File: src/rtl/fmap_pkg.sv
// fmap_pkg: shared widths and latencies for the fmap window fetch path
package fmap_pkg;
  localparam int FMAP_DATA_W  = 16;
  localparam int FMAP_WIN_LEN = 3;
  localparam int FMAP_RD_LAT  = 1;
  localparam int FMAP_CNT_W   = 16;
endpackage

File: src/rtl/win_fifo.sv
// win_fifo: synchronous window buffer; push into a full FIFO succeeds only alongside a pop
module win_fifo #(
  parameter int W     = 48,
  parameter int DEPTH = 4
) (
  input  logic         clk,
  input  logic         rst,
  input  logic         clr,
  input  logic         push,
  input  logic         pop,
  input  logic [W-1:0] din,
  output logic [W-1:0] dout,
  output logic         full,
  output logic         empty
);
  localparam int AW = DEPTH > 1 ? $clog2(DEPTH) : 1;
  localparam int PW = AW + 1;
  logic [W-1:0] mem_q [DEPTH];
  logic [W-1:0] mem_d [DEPTH];
  logic [PW-1:0] wr_q, wr_d, rd_q, rd_d;
  logic do_push, do_pop;
  assign empty   = wr_q == rd_q;
  assign full    = wr_q == {~rd_q[AW], rd_q[AW-1:0]};
  assign do_pop  = pop & ~empty;
  assign do_push = push & (~full | do_pop);
  assign dout    = empty ? '0 : mem_q[rd_q[AW-1:0]];
  always_comb begin
    mem_d = mem_q;
    if (do_push) mem_d[wr_q[AW-1:0]] = din;
    wr_d = clr ? '0 : wr_q + PW'(do_push);
    rd_d = clr ? '0 : rd_q + PW'(do_pop);
  end
  always_ff @(posedge clk or posedge rst)
    if (rst) begin
      wr_q <= '0;
      rd_q <= '0;
    end else begin
      wr_q <= wr_d;
      rd_q <= rd_d;
    end
  always_ff @(posedge clk) mem_q <= mem_d;
endmodule

File: src/rtl/fmap_window_fetcher.sv
// fmap_window_fetcher: issues BRAM reads per address and packs WIN_LEN words into buffered windows
module fmap_window_fetcher
  import fmap_pkg::*;
#(
  parameter int ADDR_WIDTH = 32,
  parameter int DATA_WIDTH = FMAP_DATA_W,
  parameter int WIN_LEN    = FMAP_WIN_LEN,
  parameter int FIFO_DEPTH = 4
) (
  input  logic                          clk,
  input  logic                          rst,
  input  logic                          start,
  input  logic [ADDR_WIDTH-1:0]         in_address,
  input  logic                          in_valid,
  output logic                          bram_en,
  output logic [ADDR_WIDTH-1:0]         bram_addr,
  input  logic [DATA_WIDTH-1:0]         bram_rdata,
  output logic [WIN_LEN*DATA_WIDTH-1:0] win_data,
  output logic                          win_valid,
  input  logic                          win_ready,
  output logic [FMAP_CNT_W-1:0]         win_count,
  output logic                          overflow,
  output logic                          busy
);
  localparam int IW = WIN_LEN > 1 ? $clog2(WIN_LEN) : 1;
  logic bram_en_q, bram_en_d, pend_q, pend_d, ovf_q, ovf_d;
  logic [ADDR_WIDTH-1:0] bram_addr_q, bram_addr_d;
  logic [IW-1:0] idx_q, idx_d;
  logic [WIN_LEN-1:0][DATA_WIDTH-1:0] lanes_q, lanes_d, win_w;
  logic [FMAP_CNT_W-1:0] cnt_q, cnt_d;
  logic cap, last, push, pop, full, empty;
  assign cap  = pend_q & ~start;
  assign last = idx_q == IW'(WIN_LEN - 1);
  assign push = cap & last;
  assign pop  = win_valid & win_ready;
  // The completing word goes straight into the pushed window, not via lanes_q
  always_comb begin
    bram_en_d   = in_valid & ~start;
    bram_addr_d = bram_en_d ? in_address : bram_addr_q;
    pend_d      = bram_en_q & ~start;
    win_w       = lanes_q;
    win_w[idx_q] = bram_rdata;
    lanes_d     = cap ? win_w : lanes_q;
    idx_d       = start ? '0 : cap ? (last ? '0 : idx_q + IW'(1)) : idx_q;
    cnt_d       = start ? '0 : cnt_q + FMAP_CNT_W'(pop);
    ovf_d       = ~start & (ovf_q | (push & full & ~pop));
  end
  always_ff @(posedge clk or posedge rst)
    if (rst) begin
      bram_en_q   <= 1'b0;
      bram_addr_q <= '0;
      pend_q      <= 1'b0;
      idx_q       <= '0;
      lanes_q     <= '0;
      cnt_q       <= '0;
      ovf_q       <= 1'b0;
    end else begin
      bram_en_q   <= bram_en_d;
      bram_addr_q <= bram_addr_d;
      pend_q      <= pend_d;
      idx_q       <= idx_d;
      lanes_q     <= lanes_d;
      cnt_q       <= cnt_d;
      ovf_q       <= ovf_d;
    end
  win_fifo #(.W(WIN_LEN*DATA_WIDTH), .DEPTH(FIFO_DEPTH)) u_fifo (
    .clk   (clk),
    .rst   (rst),
    .clr   (start),
    .push  (push),
    .pop   (pop),
    .din   (win_w),
    .dout  (win_data),
    .full  (full),
    .empty (empty)
  );
  assign win_valid = ~empty;
  assign bram_en   = bram_en_q;
  assign bram_addr = bram_addr_q;
  assign win_count = cnt_q;
  assign overflow  = ovf_q;
  assign busy      = bram_en_q | pend_q | (idx_q != '0) | ~empty;
endmodule

File: config.mk
export PLATFORM = sky130hd
export DESIGN_NAME = fmap_window_fetcher
export DESIGN_NICKNAME = d
export VERILOG_FILES = /design/src/rtl/fmap_pkg.sv /design/src/rtl/win_fifo.sv /design/src/rtl/fmap_window_fetcher.sv
export SDC_FILE = /design/constraint.sdc
export NUM_CORES = 1
export LEC_CHECK = 0
export BUFFER_PORTS_ARGS = -buffer_cell sky130_fd_sc_hd__buf_2
export CORE_MARGIN = 1
export CORE_UTILIZATION = 50
export CTS_CLUSTER_DIAMETER = 30
export CTS_CLUSTER_SIZE = 20
export DETAILED_ROUTE_END_ITERATION = 8
export PLACE_DENSITY_LB_ADDON = 0.25
export SLEW_MARGIN = 0
export SYNTH_ARGS = -nofsm -noshare
export SYNTH_HDL_FRONTEND = slang
export SYNTH_HIERARCHICAL = 1
export SYNTH_SLANG_ARGS = --single-unit
export TNS_END_PERCENT = 5
File: constraint.sdc
create_clock -name clk -period 8.4 [get_ports clk]
set_input_delay 0.42 -clock clk [delete_from_list [all_inputs] [get_ports clk]]
set_output_delay 0.42 -clock clk [all_outputs]
set_load 0.005 [all_outputs]
==> metrics.md <==
| Metric | Value |
|---|---|
| Status | `finished with violations` |
| Violated checks | `DRC` |
| Share of the synthesized area in the top cell type | `0.467` |
| Sequential share of power | `0.425` |
| GPL Wtd Cong | `0.804` |
| DR WL met2 | `11,900 µm` |
| Initial antenna violation count | `1` |
| Row cnt | `57` |
| GRT Total Usage | `0.204` |
| Synth-to-layout area growth | `23.5%` |
| Mapped cell area | `0.0123 mm²` |
| Yosys cell types | `38` |
| Total vias in the final route | `6,631` |
| Setup_tns | `0 ps` |
| Largest area contributor in the netlist | `edfxtp_1` |
| Crit path time final | `3430 ps` |
| Number of synthesized flops with an enable pin | `192` |
| Clock Skew | `17.7 ps` |
| Synth warn | `6` |
| Nets | `918` |
| Period utilization | `0.408` |
| Syn_nets | `731` |
| Placeable core area | `0.0242 mm²` |
| Primary FF master, synth | `edfxtp_1` |
| Final Instance Count excl. Fillers | `1,229` |
| Resized cells post-CTS | `0` |
| GR Overflow Total | `0` |
| Critical Path AT | `3600 ps` |
| Antenna viol nets, final | `0` |
| Lkg Pwr | `6.01 nW` |
| First-pass GRT wire length | `39,900 µm` |
| Final Slew Violations | `0` |
| Met1 WL | `10,700 µm` |
| CTS tree | `yes` |
| Final wirelength | `24,500 µm` |
| First-pass DRT Iterations | `7` |
| WL per Instance | `19.9 µm` |
| WS Path Type | `reg2reg` |
| Share of layout cells above drive strength 1 | `0.501` |
| Worst-case clock buffer depth | `3` |
| CP Launch Type | `register` |
| CP Max Fanout | `36` |
| Worst-path clk slew | `50 ps` |
| Via density | `5.40` |
| Register area share after synthesis | `0.684` |
| Number of remaining DRC errors | `4` |
| Ys async rst share | `0.358` |
| Internal power | `0.00309 W` |
| Peak supply drop | `0.168 mV` |
| Cell count after synthesis | `672` |
| Endpoints failing setup | `0` |
| RSZ-0062 raised after global routing | `false` |
| Post-DP HPWL | `14,800 µm` |
| DRT iter0 DRCs | `393` |
| Cell count after placement | `1,127` |
| I/O pin count | `153` |
| CP Capture Type | `register` |
| Power Dens Cells | `258 mW/mm²` |
| Critical path required time | `8580 ps` |
| Num CTS Buffers | `53` |
| Total power | `0.00393 W` |
| Relative slew slack | `0.226` |
| Met3 WL post-DR | `1450 µm` |
| H-Tree Depth | `2` |
| # clock sinks | `299` |
| Initial core utilization | `0.509` |
| Clock Latency Late Sink | `560 ps` |
| Max Clk Rate | `292 MHz` |
| Combinational group share of total power | `0.044` |
| Number of global-route vias before repair | `7,294` |
| Hold Path Class | `in2reg` |
| PortBufs | `152` |
| Root Buffer | `clkbuf_16` |
| Largest net degree at the start of global routing | `62` |
| Actual slew at the worst max-slew pin | `1160 ps` |
| Switching part of the total | `0.214` |
| Total die area | `0.0253 mm²` |
| DR top layer | `met4` |
| Synth Area per Inst | `18.4 µm²` |
| Die X | `159 µm` |
| Die height | `159 µm` |
| Top post-synthesis cells by area | `edfxtp_1 47%, dfrtp_1 22%, mux2_2 12%, mux4_2 8.2%, nor2b_1 2.8%` |
| Final instance area | `0.0152 mm²` |
| Clock group share of total power | `0.531` |
| Final Hold Violating Endpoints | `0` |
| Sw Pwr | `0.000841 W` |
| Final core utilization | `0.628` |
| Dpl cell area | `0.0134 mm²` |
| Synth Register Bits | `299` |
| Max Cap Viol | `0` |
final cells by class:
cell class | instances | area [µm²]
Antenna cell | 1 | 2.50
Timing Repair Buffer | 167 | 876
Inverter | 8 | 32.5
Multi-Input combinational cell | 330 | 3660
Clock inverter | 34 | 400
Fill cell | 1758 | 9020
Clock buffer | 66 | 1410
Tap cell | 324 | 405
Sequential cell | 299 | 8450
worst max-delay path: stages, from the launching register on:
cell,delay (ps)
dfrtp_1,470
xor2_1,390
nor3b_4,80
nand2b_1,170
inv_1,150
o41ai_2,200
nor3b_2,980
buf_4,610
what timing repair did:
action	in CTS	in global routing
hold buffers	1	0
hold endpoints to repair	46	0
setup buffers	0	0
synth_stat cells (2+ instances only):
cell      count
mux4_2       45
nor3_1        3
or3_1         4
o31ai_1       2
or4_1         2
dfrtp_1     107
nor3b_1       3
buf_1         3
buf_2        15
buf_12        3
xor2_1        5
nor4_1        4
inv_1         8
nand4_1       6
edfxtp_1    192
ha_1          6
mux2_2      133
buf_6         4
nor2b_1      56
mux4_1        3
clkbuf_1      5
xnor2_1       4
o21ai_0       4
nor2_1       15
nand2_1       6
nor2b_4       7
nand3_1       5
buf_4         5
a21oi_1       8
per-layer routing:
layer	vias up	track usage
li1	2976	-
met1	3389	0.274
met2	235	0.339
met3	31	0.0430
met4	0	0.0546
met5	-	0
stage by stage:
step                hold slack [ps]  setup slack [ps]
floorplan                       211              2840
global placement                363              4780
detailed placement              380              4660
CTS                            84.6              4920
global route                   86.8              4720
finish                          102              4970
cells in the final DEF, fill, tap and decap left out, drive strengths merged:
| cell | synthesis | routed |
|---|---|---|
| a21oi | 8 | 8 |
| a31oi | 1 | 1 |
| buf | 30 | 166 |
| bufinv | 0 | 5 |
| clkbuf | 5 | 66 |
| clkinv | 0 | 17 |
| clkinvlp | 0 | 7 |
| dfrtp | 107 | 107 |
| diode | 0 | 1 |
| dlygate4sd3 | 0 | 1 |
| edfxtp | 192 | 192 |
| ha | 6 | 6 |
| inv | 8 | 13 |
| mux2 | 133 | 133 |
| mux4 | 48 | 48 |
| nand2 | 6 | 6 |
| nand2b | 1 | 1 |
| nand3 | 5 | 5 |
| nand3b | 1 | 1 |
| nand4 | 6 | 6 |
| nor2 | 16 | 16 |
| nor2b | 63 | 63 |
| nor3 | 3 | 3 |
| nor3b | 5 | 5 |
| nor4 | 5 | 5 |
| nor4bb | 1 | 1 |
| o21ai | 4 | 4 |
| o31ai | 2 | 2 |
| o41ai | 1 | 1 |
| or3 | 4 | 4 |
| or4 | 2 | 2 |
| xnor2 | 4 | 4 |
| xor2 | 5 | 5 |
power groups by stage:
stage	combinational (W)	clock (W)	sequential [W]
4_1_cts	0.000174	0.00212	0.00167
2_1_floorplan	0.000104	0	0.00169
6_report	0.000172	0.00208	0.00167
5_1_grt	0.000189	0.00219	0.00168
3_3_place_gp	0.000165	0	0.00169
3_5_place_dp	0.000173	0	0.00169
cell families (layout without fill, tap and decap cells):
group	Yosys count	after routing	share of synthesized area
buf+inv	43	275	0.0225
compound gates	16	16	0.00791
simple gates	118	118	0.0627
flops	299	299	0.684
xor+xnor	9	9	0.00639
mux	181	181	0.210
other cells	0	1	0
fa+ha+maj	6	6	0.00609
path summary, 6_finish.rpt:
path                            slack (ps)               end  cells past startpoint      startpoint
worst min-delay path                   100     bram_addr[18]                      2  in_address[18]
worst max-delay path                  4970  u_fifo/mem_q[59]                      7  u_fifo/wr_q[0]
max in group asynchronous             6740       lanes_q[26]                      4             rst
worst max register to register        4970  u_fifo/mem_q[59]                      7  u_fifo/wr_q[0]
min in group asynchronous              360    u_fifo/rd_q[2]                      3             rst
worst min register to register         500       lanes_q[10]                      1     lanes_q[10]
flip-flops by register name, indices dropped and copies added (netlist names):
signal and cells:
bram_en 1, lanes_q 48, pend_q 1, idx_q 2
overflow 1, u_fifo/wr_q 3, win_count 16, u_fifo/rd_q 3
bram_addr 32, u_fifo/mem_q 192
No activity file was read; power rests on OpenSTA's default activity.
